### src/rtl/seg_pkg.sv
// Shared constants and helpers for the 7-segment scan driver: segment bit
// positions, the logical hex glyph table and the output polarity helper.
package seg_pkg;

    localparam int SEG_A  = 0;
    localparam int SEG_G  = 6;
    localparam int SEG_DP = 7;

    // Logical lit-segment patterns (bit 0 = a .. bit 6 = g), entry 0 in the LSBs.
    localparam logic [16*7-1:0] HEX_TABLE = {
        7'h71, 7'h79, 7'h5E, 7'h39, 7'h7C, 7'h77, 7'h6F, 7'h7F,
        7'h07, 7'h7D, 7'h6D, 7'h66, 7'h4F, 7'h5B, 7'h06, 7'h3F
    };

    function automatic logic [7:0] apply_pol(input logic [7:0] value, input logic active_low);
        return active_low ? ~value : value;
    endfunction

endpackage

### src/rtl/seg_hex_decode.sv
// Combinational hex nibble plus decimal point to logical segment pattern
// (1 = segment lit); polarity is applied later at the output register.
module seg_hex_decode
    import seg_pkg::*;
(
    input  logic [3:0] nibble,
    input  logic       dp,
    output logic [7:0] pattern
);

    always_comb begin
        pattern                = '0;
        pattern[SEG_G:SEG_A]   = HEX_TABLE[7*nibble +: 7];
        pattern[SEG_DP]        = dp;
    end

endmodule

### src/rtl/seg_scan_driver.sv
// Multiplexed N-digit 7-segment scan driver with frame-synchronous shadow
// capture, dead time, PWM brightness, blank/blink and leading-zero suppression.
module seg_scan_driver
    import seg_pkg::*;
#(
    parameter int NUM_DIGITS     = 8,
    parameter int SCAN_TICKS     = 50000,
    parameter int DEAD_TICKS     = 500,
    parameter int BLINK_FRAMES   = 64,
    parameter int SEG_ACTIVE_LOW = 1,
    parameter int SEL_ACTIVE_LOW = 1
) (
    input  logic                    clk,
    input  logic                    rst_n,
    input  logic [4*NUM_DIGITS-1:0] data_in,
    input  logic [NUM_DIGITS-1:0]   dp_in,
    input  logic [NUM_DIGITS-1:0]   blank_in,
    input  logic [NUM_DIGITS-1:0]   blink_in,
    input  logic                    lz_en,
    input  logic [3:0]              bright,
    output logic [7:0]              seg,
    output logic [NUM_DIGITS-1:0]   sel,
    output logic                    frame_done
);

    localparam int SLOT_W = (SCAN_TICKS > 1) ? $clog2(SCAN_TICKS) : 1;
    localparam int DIG_W  = (NUM_DIGITS > 1) ? $clog2(NUM_DIGITS) : 1;
    localparam int FRM_W  = (BLINK_FRAMES > 1) ? $clog2(BLINK_FRAMES) : 1;
    localparam logic SEG_LOW = (SEG_ACTIVE_LOW != 0);
    localparam logic SEL_LOW = (SEL_ACTIVE_LOW != 0);

    logic [SLOT_W-1:0] slot_cnt;
    logic [DIG_W-1:0]  digit;
    logic [3:0]        pwm_cnt;
    logic [FRM_W-1:0]  frame_cnt;
    logic              blink_phase;
    logic              started;

    logic [4*NUM_DIGITS-1:0] sh_data;
    logic [NUM_DIGITS-1:0]   sh_dp;
    logic [NUM_DIGITS-1:0]   sh_blank;
    logic [NUM_DIGITS-1:0]   sh_blink;
    logic [NUM_DIGITS-1:0]   sh_lz_mask;
    logic                    sh_lz_en;
    logic [3:0]              sh_bright;

    logic slot_last;
    logic digit_last;
    logic frame_end;
    logic snap;

    assign slot_last  = (int'(slot_cnt) == SCAN_TICKS - 1);
    assign digit_last = (int'(digit) == NUM_DIGITS - 1);
    assign frame_end  = slot_last && digit_last;
    assign snap       = !started || frame_end;

    // Leading-zero mask of the live inputs, digit-indexed (bit i = digit i).
    logic [NUM_DIGITS-1:0] live_lz_mask;
    logic                  zero_run;

    always_comb begin
        zero_run     = 1'b1;
        live_lz_mask = '0;
        for (int i = 0; i < NUM_DIGITS; i++) begin
            zero_run        = zero_run && (data_in[4*(NUM_DIGITS-1-i) +: 4] == 4'h0);
            live_lz_mask[i] = zero_run && (i < NUM_DIGITS - 1);
        end
    end

    // Until the first snapshot lands, decisions come straight from the inputs
    // being captured, so the very first slot already shows the new frame.
    logic [4*NUM_DIGITS-1:0] cur_data;
    logic [NUM_DIGITS-1:0]   cur_dp;
    logic [NUM_DIGITS-1:0]   cur_blank;
    logic [NUM_DIGITS-1:0]   cur_blink;
    logic [NUM_DIGITS-1:0]   cur_lz_mask;
    logic                    cur_lz_en;
    logic [3:0]              cur_bright;

    assign cur_data    = started ? sh_data    : data_in;
    assign cur_dp      = started ? sh_dp      : dp_in;
    assign cur_blank   = started ? sh_blank   : blank_in;
    assign cur_blink   = started ? sh_blink   : blink_in;
    assign cur_lz_mask = started ? sh_lz_mask : live_lz_mask;
    assign cur_lz_en   = started ? sh_lz_en   : lz_en;
    assign cur_bright  = started ? sh_bright  : bright;

    logic [3:0]            nib_d [NUM_DIGITS];
    logic [NUM_DIGITS-1:0] dp_d;
    logic [NUM_DIGITS-1:0] blank_d;
    logic [NUM_DIGITS-1:0] blink_d;

    for (genvar i = 0; i < NUM_DIGITS; i++) begin : g_digit
        assign nib_d[i]   = cur_data[4*(NUM_DIGITS-1-i) +: 4];
        assign dp_d[i]    = cur_dp[NUM_DIGITS-1-i];
        assign blank_d[i] = cur_blank[NUM_DIGITS-1-i];
        assign blink_d[i] = cur_blink[NUM_DIGITS-1-i];
    end

    logic [7:0] hex_pattern;

    seg_hex_decode u_hex_decode (
        .nibble  (nib_d[digit]),
        .dp      (dp_d[digit]),
        .pattern (hex_pattern)
    );

    logic                  blanked;
    logic                  suppressed;
    logic                  in_dead;
    logic                  pwm_on;
    logic [7:0]            seg_log;
    logic [NUM_DIGITS-1:0] sel_log;

    always_comb begin
        blanked    = blank_d[digit] || (blink_phase && blink_d[digit]);
        suppressed = cur_lz_en && cur_lz_mask[digit];
        in_dead    = (int'(slot_cnt) < DEAD_TICKS);
        pwm_on     = (cur_bright == 4'hF) || (pwm_cnt < cur_bright);
        seg_log    = hex_pattern;
        if (blanked) begin
            seg_log = '0;
        end else if (suppressed) begin
            seg_log         = '0;
            seg_log[SEG_DP] = dp_d[digit];
        end
        sel_log = '0;
        for (int i = 0; i < NUM_DIGITS; i++) begin
            sel_log[i] = !blanked && !in_dead && pwm_on && (int'(digit) == i);
        end
    end

    always_ff @(posedge clk or negedge rst_n) begin
        if (!rst_n) begin
            slot_cnt    <= '0;
            digit       <= '0;
            pwm_cnt     <= '0;
            frame_cnt   <= '0;
            blink_phase <= 1'b0;
            started     <= 1'b0;
        end else begin
            started <= 1'b1;
            pwm_cnt <= pwm_cnt + 4'd1;
            if (slot_last) begin
                slot_cnt <= '0;
                digit    <= digit_last ? '0 : digit + 1'b1;
            end else begin
                slot_cnt <= slot_cnt + 1'b1;
            end
            if (started && frame_end) begin
                if (int'(frame_cnt) == BLINK_FRAMES - 1) begin
                    frame_cnt   <= '0;
                    blink_phase <= !blink_phase;
                end else begin
                    frame_cnt <= frame_cnt + 1'b1;
                end
            end
        end
    end

    always_ff @(posedge clk or negedge rst_n) begin
        if (!rst_n) begin
            sh_data    <= '0;
            sh_dp      <= '0;
            sh_blank   <= '0;
            sh_blink   <= '0;
            sh_lz_mask <= '0;
            sh_lz_en   <= 1'b0;
            sh_bright  <= '0;
        end else if (snap) begin
            sh_data    <= data_in;
            sh_dp      <= dp_in;
            sh_blank   <= blank_in;
            sh_blink   <= blink_in;
            sh_lz_mask <= live_lz_mask;
            sh_lz_en   <= lz_en;
            sh_bright  <= bright;
        end
    end

    always_ff @(posedge clk or negedge rst_n) begin
        if (!rst_n) begin
            seg        <= apply_pol(8'h00, SEG_LOW);
            sel        <= SEL_LOW ? '1 : '0;
            frame_done <= 1'b0;
        end else begin
            seg        <= apply_pol(seg_log, SEG_LOW);
            sel        <= SEL_LOW ? ~sel_log : sel_log;
            frame_done <= started && frame_end;
        end
    end

endmodule

### config.mk
export PLATFORM = sky130hd
export DESIGN_NAME = seg_scan_driver
export DESIGN_NICKNAME = d
export VERILOG_FILES = /design/src/rtl/seg_pkg.sv /design/src/rtl/seg_hex_decode.sv /design/src/rtl/seg_scan_driver.sv
export SDC_FILE = /design/constraint.sdc
export NUM_CORES = 1
export LEC_CHECK = 0
export ABC_AREA = 0
export BUFFER_PORTS_ARGS = -buffer_cell sky130_fd_sc_hd__buf_4
export CAP_MARGIN = 25
export CORE_ASPECT_RATIO = 1.4
export CORE_MARGIN = 2
export CORE_UTILIZATION = 50
export CTS_BUF_LIST = sky130_fd_sc_hd__clkbuf_4
export CTS_CLUSTER_DIAMETER = 200
export DETAILED_ROUTE_END_ITERATION = 7
export PLACE_DENSITY = 0.71
export SLEW_MARGIN = 20
export SYNTH_ARGS = -nofsm -noshare
export SYNTH_HDL_FRONTEND = slang
export SYNTH_HIERARCHICAL = 1
export SYNTH_SLANG_ARGS = --single-unit
export TNS_END_PERCENT = 20
### constraint.sdc
create_clock -name clk -period 3.05 [get_ports clk]
set_input_delay 0.1525 -clock clk [delete_from_list [all_inputs] [get_ports clk]]
set_output_delay 0.1525 -clock clk [all_outputs]
set_load 0.005 [all_outputs]
; Word-level counts from Yosys, hierarchy flattened
; Cells that the tools add are included.
[totals]
ff_bits = 116
latchBits = 0
ramBits = 0
mem_bits_ro = 0
inputBits = 63
out_inout_bits = 17
word_cells = 98
n_memories = 0
[classes]
add_sub_neg = 4
n_mul = 1
div_mod_pow = 0
order_cmp = 4
n_eq_ne = 10
n_shift = 1
mux = 23
bitwise_logic = 3
reduce_logical = 36
[ops]
columns = operator, count
row1 = $shiftx A112 B8 Y7 const A, 1
row2 = $mux W32, 1
row3 = $mux W8, 4
row4 = $logic_not A4 Y1, 7
row5 = $logic_and A1 B1 Y1, 20
row6 = $add A16 B1 Y16 const B, 1
row7 = $eq A16 B15 Y1 const B, 1
row8 = $lt A16 B9 Y1 const B, 1
row9 = $mux W16, 1
row10 = $not A8 Y8, 2
row11 = $mux W7, 2
row12 = $bmux W1 S3, 4
row13 = $bmux W4 S3, 1
row14 = $eq A3 B3 Y1 const B, 4
row15 = $mux W4, 3
row16 = $mul A3 B4 Y7 const A, 1
row17 = $add A6 B1 Y6 const B, 1
row18 = $eq A3 B2 Y1 const B, 2
row19 = $eq A6 B1 Y1 const B, 1
row20 = $mux W6, 1
row21 = $mux W1, 5
row22 = $add A4 B1 Y4 const B, 1
row23 = $eq A4 B4 Y1 const B, 1
row24 = $ge A4 B4 Y1 const B, 1
row25 = 10 further kinds, 15

; Depth between registers and ports, before layout
[logic_depth]
ltp_word = 14
depth_mapped = 13
mapped_depth_nobuf = 9

; By module
; Netlist, hierarchy kept.
[by_module_without_submodules]
columns = module, instances, cells_per_inst, area_per_inst_um2, seq_area_each_um2
row1 = seg_scan_driver, 1, 473, 5864.4, 2922.8
row2 = seg_hex_decode, 1, 34, 295.3, 0.0

; Worst setup path after synthesis
; No wires, ideal clock.
[synth_timing]
path_kind = flip-flop to flip-flop
start = register digit[0]
end = register seg[3]
setup_ns = 0.062
arrival_time_ns = 2.793
required_ns = 2.988
path_slack_ns = 0.195
path_stages_with_launch = 10
path_buffers = 2
period_less_slack_ns = 2.855
path_cell_list = dfrtp_1 -> buf_2 -> buf_1 -> mux4_1 -> a22oi_1 -> nand2_1 -> inv_1 -> ha_1 -> mux4_1 -> nand2_1
[synth_via]
elab_chain_len = 9
word_cells_on_any_way = 18
classes_between = mul: 1 / shift: 1 / mux: 11 / bitwise: 2 / reduce/logical: 3
[synth_lines]
columns = item, line_no
row1 = from (decl), seg_scan_driver.sv:33  ; logic [DIG_W-1:0] digit;
row2 = from (signal assigned), seg_scan_driver.sv:146  ; digit <= digit_last ? '0 : digit + 1'b1;
row3 = $not A3 Y4 (implied by the code), seg_scan_driver.sv:103  ; .nibble (nib_d[digit]),
row4 = $bmux W4 S3, seg_scan_driver.sv:103
row5 = $mux W4 (implied by the code) (2 in a row), seg_scan_driver.sv:103
row6 = $mul A3 B4 Y7, seg_hex_decode.sv:13  ; pattern[SEG_G:SEG_A] = HEX_TABLE[7*nibble +: 7];
row7 = $shiftx A112 B8 Y7, seg_hex_decode.sv:13
row8 = via hex_pattern[3], seg_scan_driver.sv:100  ; logic [7:0] hex_pattern;
row9 = $mux W7, seg_scan_driver.sv:123  ; end else if (suppressed) begin
row10 = $mux W8, seg_scan_driver.sv:121  ; if (blanked) begin
row11 = $not A8 Y8, seg_pkg.sv:16  ; return active_low ? ~value : value;
row12 = to (signal assigned), seg_scan_driver.sv:183  ; seg <= apply_pol(8'h00, SEG_LOW);
row13 = to (signal assigned), seg_scan_driver.sv:187  ; seg <= apply_pol(seg_log, SEG_LOW);
row14 = to (decl), seg_scan_driver.sv:21  ; output logic [7:0] seg,
; The timed path passes the listed nets, and every way through them passes these cells. The select of a mux whose other input is x is not followed.
; A chain may end at the register's enable or synchronous reset.

; Worst setup path in the final report
[layout_timing]
start = register started
end = register seg[3]
[layout_via]
elab_chain_len = 9
word_cells_on_any_way = 22
classes_between = mul: 1 / shift: 1 / mux: 16 / bitwise: 1 / reduce/logical: 3
[layout_lines]
columns = item, line_no
row1 = from (decl), seg_scan_driver.sv:37  ; logic started;
row2 = from (signal assigned), seg_scan_driver.sv:140  ; started <= 1'b0;
row3 = from (signal assigned), seg_scan_driver.sv:142  ; started <= 1'b1;
row4 = $mux W32, seg_scan_driver.sv:80  ; assign cur_data = started ? sh_data : data_in;
row5 = $bmux W4 S3, seg_scan_driver.sv:103
row6 = $mux W4 (implied by the code) (2 in a row), seg_scan_driver.sv:103
row7 = $mul A3 B4 Y7, seg_hex_decode.sv:13
row8 = $shiftx A112 B8 Y7, seg_hex_decode.sv:13
row9 = via hex_pattern[3], seg_scan_driver.sv:100
row10 = $mux W7, seg_scan_driver.sv:123
row11 = $mux W8, seg_scan_driver.sv:121
row12 = $not A8 Y8, seg_pkg.sv:16
; The timed path passes the listed nets, and every way through them passes these cells. The select of a mux whose other input is x is not followed.

==> metrics.md <==
| Metric | Value |
|---|---|
| Per-instance average area after synthesis | 12.1 µm² |
| Avg Vias per Cell | 5.65 |
| Net count of the finished layout | 734 |
| Routed metal-1 wirelength | 5630 µm |
| RSZ-0062 raised after global routing | no |
| Critical path peak fanout | 29 |
| Count of unresolved DRC violations after routing | 0 |
| Via total after detailed routing | 4,601 |
| DIE HEIGHT | 135 µm |
| Number of detailed-routing iterations run before antenna repair | 4 |
| TritonCTS buffer count | 17 |
| Synth warn | 6 |
| Top library cells by usage in the layout, fill and taps aside | 99 x dfrtp_1, 89 x buf_4, 69 x mux2_2 |
| Maximum level of the CTS H-tree | 4 |
| Final antenna-violating net count | 0 |
| Wire length of the first global-routing pass | 23,700 µm |
| Chain of cells forming the critical path | buf_12 -> mux4_2 -> a22oi_1 -> nand2_1 -> inv_1 -> ha_1 -> inv_1 -> mux4_1 -> nand2_1 |
| Post-layout util | 63.7% |
| Routed length on met2 | 7740 µm |
| Number of global-route vias before repair | 4,932 |
| Most frequent standard cell in the layout excluding fill and tap cells | dfrtp_1 |
| Final cell area excluding filler cells | 7760 µm² |
| Most used DFF post-synth | dfrtp_1 |
| Worst setup path startpoint | started$_DFF_PN0_ |
| Cell chosen for the clock root | clkbuf_4 |
| Final Hold Viols | 0 |
| Asr flop ratio synth | 100% |
| CP Data Required Time | 3510 ps |
| Average wire per standard cell | 17.5 µm |
| Buffer depth of the longest clock path | 2 |
| Sum of negative setup slack | 0 ps |
| Number of antenna violations at the first check in global routing | 1 |
| Detailed-routed wire length on met3 | 397 µm |
| Leakage power total | 3.38 nW |
| First DRT Iteration DRCs | 196 |
| Synthesis-stage register bit count | 116 |
| Port Buf Inserts | 79 |
| Arrival time of the worst setup path | 3210 ps |
| Total global-route track usage | 22.8% |
| Total wirelength of the detailed-routed design | 14,300 µm |
| CP Buf/Inv Count | 3 |
| Relative slew slack | 48.8% |
| Overall die width | 97.8 µm |
| Cell area after technology mapping | 6160 µm² |
| Final slew viol count | 0 |
| Worst-path clk slew | 110 ps |
| Fin Clk Skew | 21.0 ps |
| Number of rows in the core area | 48 |
| Number of sinks handled by clock tree synthesis | 116 |
| Highest-delay cell along the critical path | dfrtp_2 |
| Maximum vdd ir drop | 294 µV |
| Number of cells upsized or downsized after cts | 0 |
| Share of final-layout standard cells stronger than drive strength 1 | 34.8% |
| Transition time of the tightest slew-check pin | 768 ps |
| Power density of the placed cells | 421 nW/µm² |
| Critical Setup Path Class | reg2reg |
| Number of distinct library cells after synthesis | 55 |
| Sequential cell area fraction in the yosys report | 47.5% |
| Final number of setup-violating endpoints | 0 |
| Core Box Area | 12,200 µm² |
| Critical path's top delay family | multiplexers |
| Number of filler cells placed in the layout | 974 |
| Critical path launch point type | flop |
| Post-synth EDFFs | 0 |
| Number of maximum-capacitance constraint violations | 0 |
| Max Clock Freq | 364 MHz |
| Post-route minimum period | 2740 ps |
| Total overflow reported by the global router | 0 |
| Stage delay of the slowest cell on the critical path | 720 ps |
| Die outline area | 13,200 µm² |
| Post-DP HPWL | 10,100 µm |
| Status | finished, final reports clean |
| Area Growth Syn to Fin | 26.0% |
| Top-Level Pins | 80 |
| Cell area after placement | 6890 µm² |
| Highest routed metal layer | met4 |
| Worst min-delay path category | in2async |
| Number of instances in the synthesized netlist | 507 |
| Largest net degree at the start of global routing | 74 |
| Pwr Total | 3.27 mW |
| Minimum hold slack | 217 ps |
| TritonCTS clock tree | done |
| Clock latency of the later-clocked register in the worst-skew pair | 520 ps |
| Placer's final routability congestion estimate | 0.827 |
| Syn_nets | 589 |
| Worst r2r src | started$_DFF_PN0_ |
| Critical Path Sink Type | flop |
| Period utilization | 90.0% |
| Initial core utilization | 50.5% |
## state kept, by name (all words and copies together) (netlist names)
signal       cells
sh_blank         8
pwm_cnt          4
sh_bright        4
frame_cnt        6
started          1
sel              8
blink_phase      1
sh_data         32
sh_blink         8
seg              8
sh_lz_en         1
sh_lz_mask       7
slot_cnt        16
sh_dp            8
frame_done       1
digit            3
## through the flow
step           cells  worst slack (ps)
2_1_floorplan    507               195
3_3_place_gp     721               423
3_5_place_dp     721               338
4_1_cts          813               317
5_1_grt          814               115
6_report         814               307
## worst register-to-register path: stages, from the launching register on
cell and delay (ps):
dfrtp_2 720, buf_12 270, mux4_2 330, a22oi_1 190
nand2_1 160, inv_1 160, ha_1 260, inv_1 60
mux4_1 480, nand2_1 70
## worst paths after layout
path	endpoint	slack [ps]	cells past startpoint
setup reg to reg	seg[3]$_DFF_PN1_	310	9
hold reg to reg	frame_cnt[4]$_DFFE_PN0P_	480	1
min in group clk	sh_blink[1]$_DFFE_PN0P_	410	3
max in group asynchronous	seg[3]$_DFF_PN1_	1910	3
setup / recovery	seg[3]$_DFF_PN1_	310	9
hold / removal	sh_data[20]$_DFFE_PN0P_	220	2
## metal layers
layer	GRT usage (%)	vias to the layer above
li1	-	2168
met1	25.4	2299
met2	41.2	99
met3	4.85	35
met4	11.1	0
met5	0	-
## logic make-up after synthesis
family / share of synthesized area, %
buffers and inverters: 3.53
and+or+nand+nor: 11.1
AOI/OAI and AO/OA: 9.28
muxes: 22.4
xor gates and xnor gates: 2.27
adders and majority gates: 3.86
other: 0.0609
DFF: 47.5
## where the power goes
part / switching (mW) / internal (mW)
Sequential: 0.0557 / 1.65
Clock: 0.572 / 0.472
Combinational: 0.222 / 0.297
Total: 0.849 / 2.42
## Yosys cell counts, drive strengths merged (2+ instances only)
cell type / n / area, µm²
a211o: 2 / 17.5
a211oi: 5 / 37.5
a21boi: 2 / 15.0
a21oi: 31 / 159
a221oi: 10 / 87.6
a22oi: 6 / 45.0
and2: 2 / 12.5
and3: 6 / 37.5
buf: 19 / 150
clkbuf: 8 / 30.0
dfrtp: 100 / 2500
dfstp: 16 / 420
ha: 19 / 238
inv: 9 / 33.8
mux2: 69 / 777
mux2i: 28 / 280
mux4: 14 / 323
nand2: 36 / 135
nand2b: 2 / 12.5
nand3: 20 / 100
nand3b: 2 / 15.0
nand4: 5 / 31.3
nor2: 14 / 52.6
nor2b: 5 / 31.3
nor3: 7 / 46.3
nor4: 8 / 110
o21a: 2 / 15.0
o21ai: 21 / 105
o31ai: 2 / 15.0
or3: 2 / 12.5
or4: 5 / 53.8
xnor2: 12 / 105
xor2: 4 / 35.0
## final cells by class
cell class / instances / area [µm²] / area share [%]
Timing Repair Buffer: 153 / 1330 / 17.1
Tap cell: 150 / 188 / 2.42
Sequential cell: 116 / 2920 / 37.7
Clock buffer: 18 / 135 / 1.74
Clock inverter: 12 / 116 / 1.50
Antenna cell: 1 / 2.50 / 0.0322
Multi-Input combinational cell: 354 / 3030 / 39.0
Inverter: 10 / 37.5 / 0.484
## timing repair
action	CTS	global route
buffers inserted	0	0
hold endpoints to repair	114	0
hold buffers	62	0
endpoints found under the setup margin	0	0
Power figures use the tool's default switching activity.
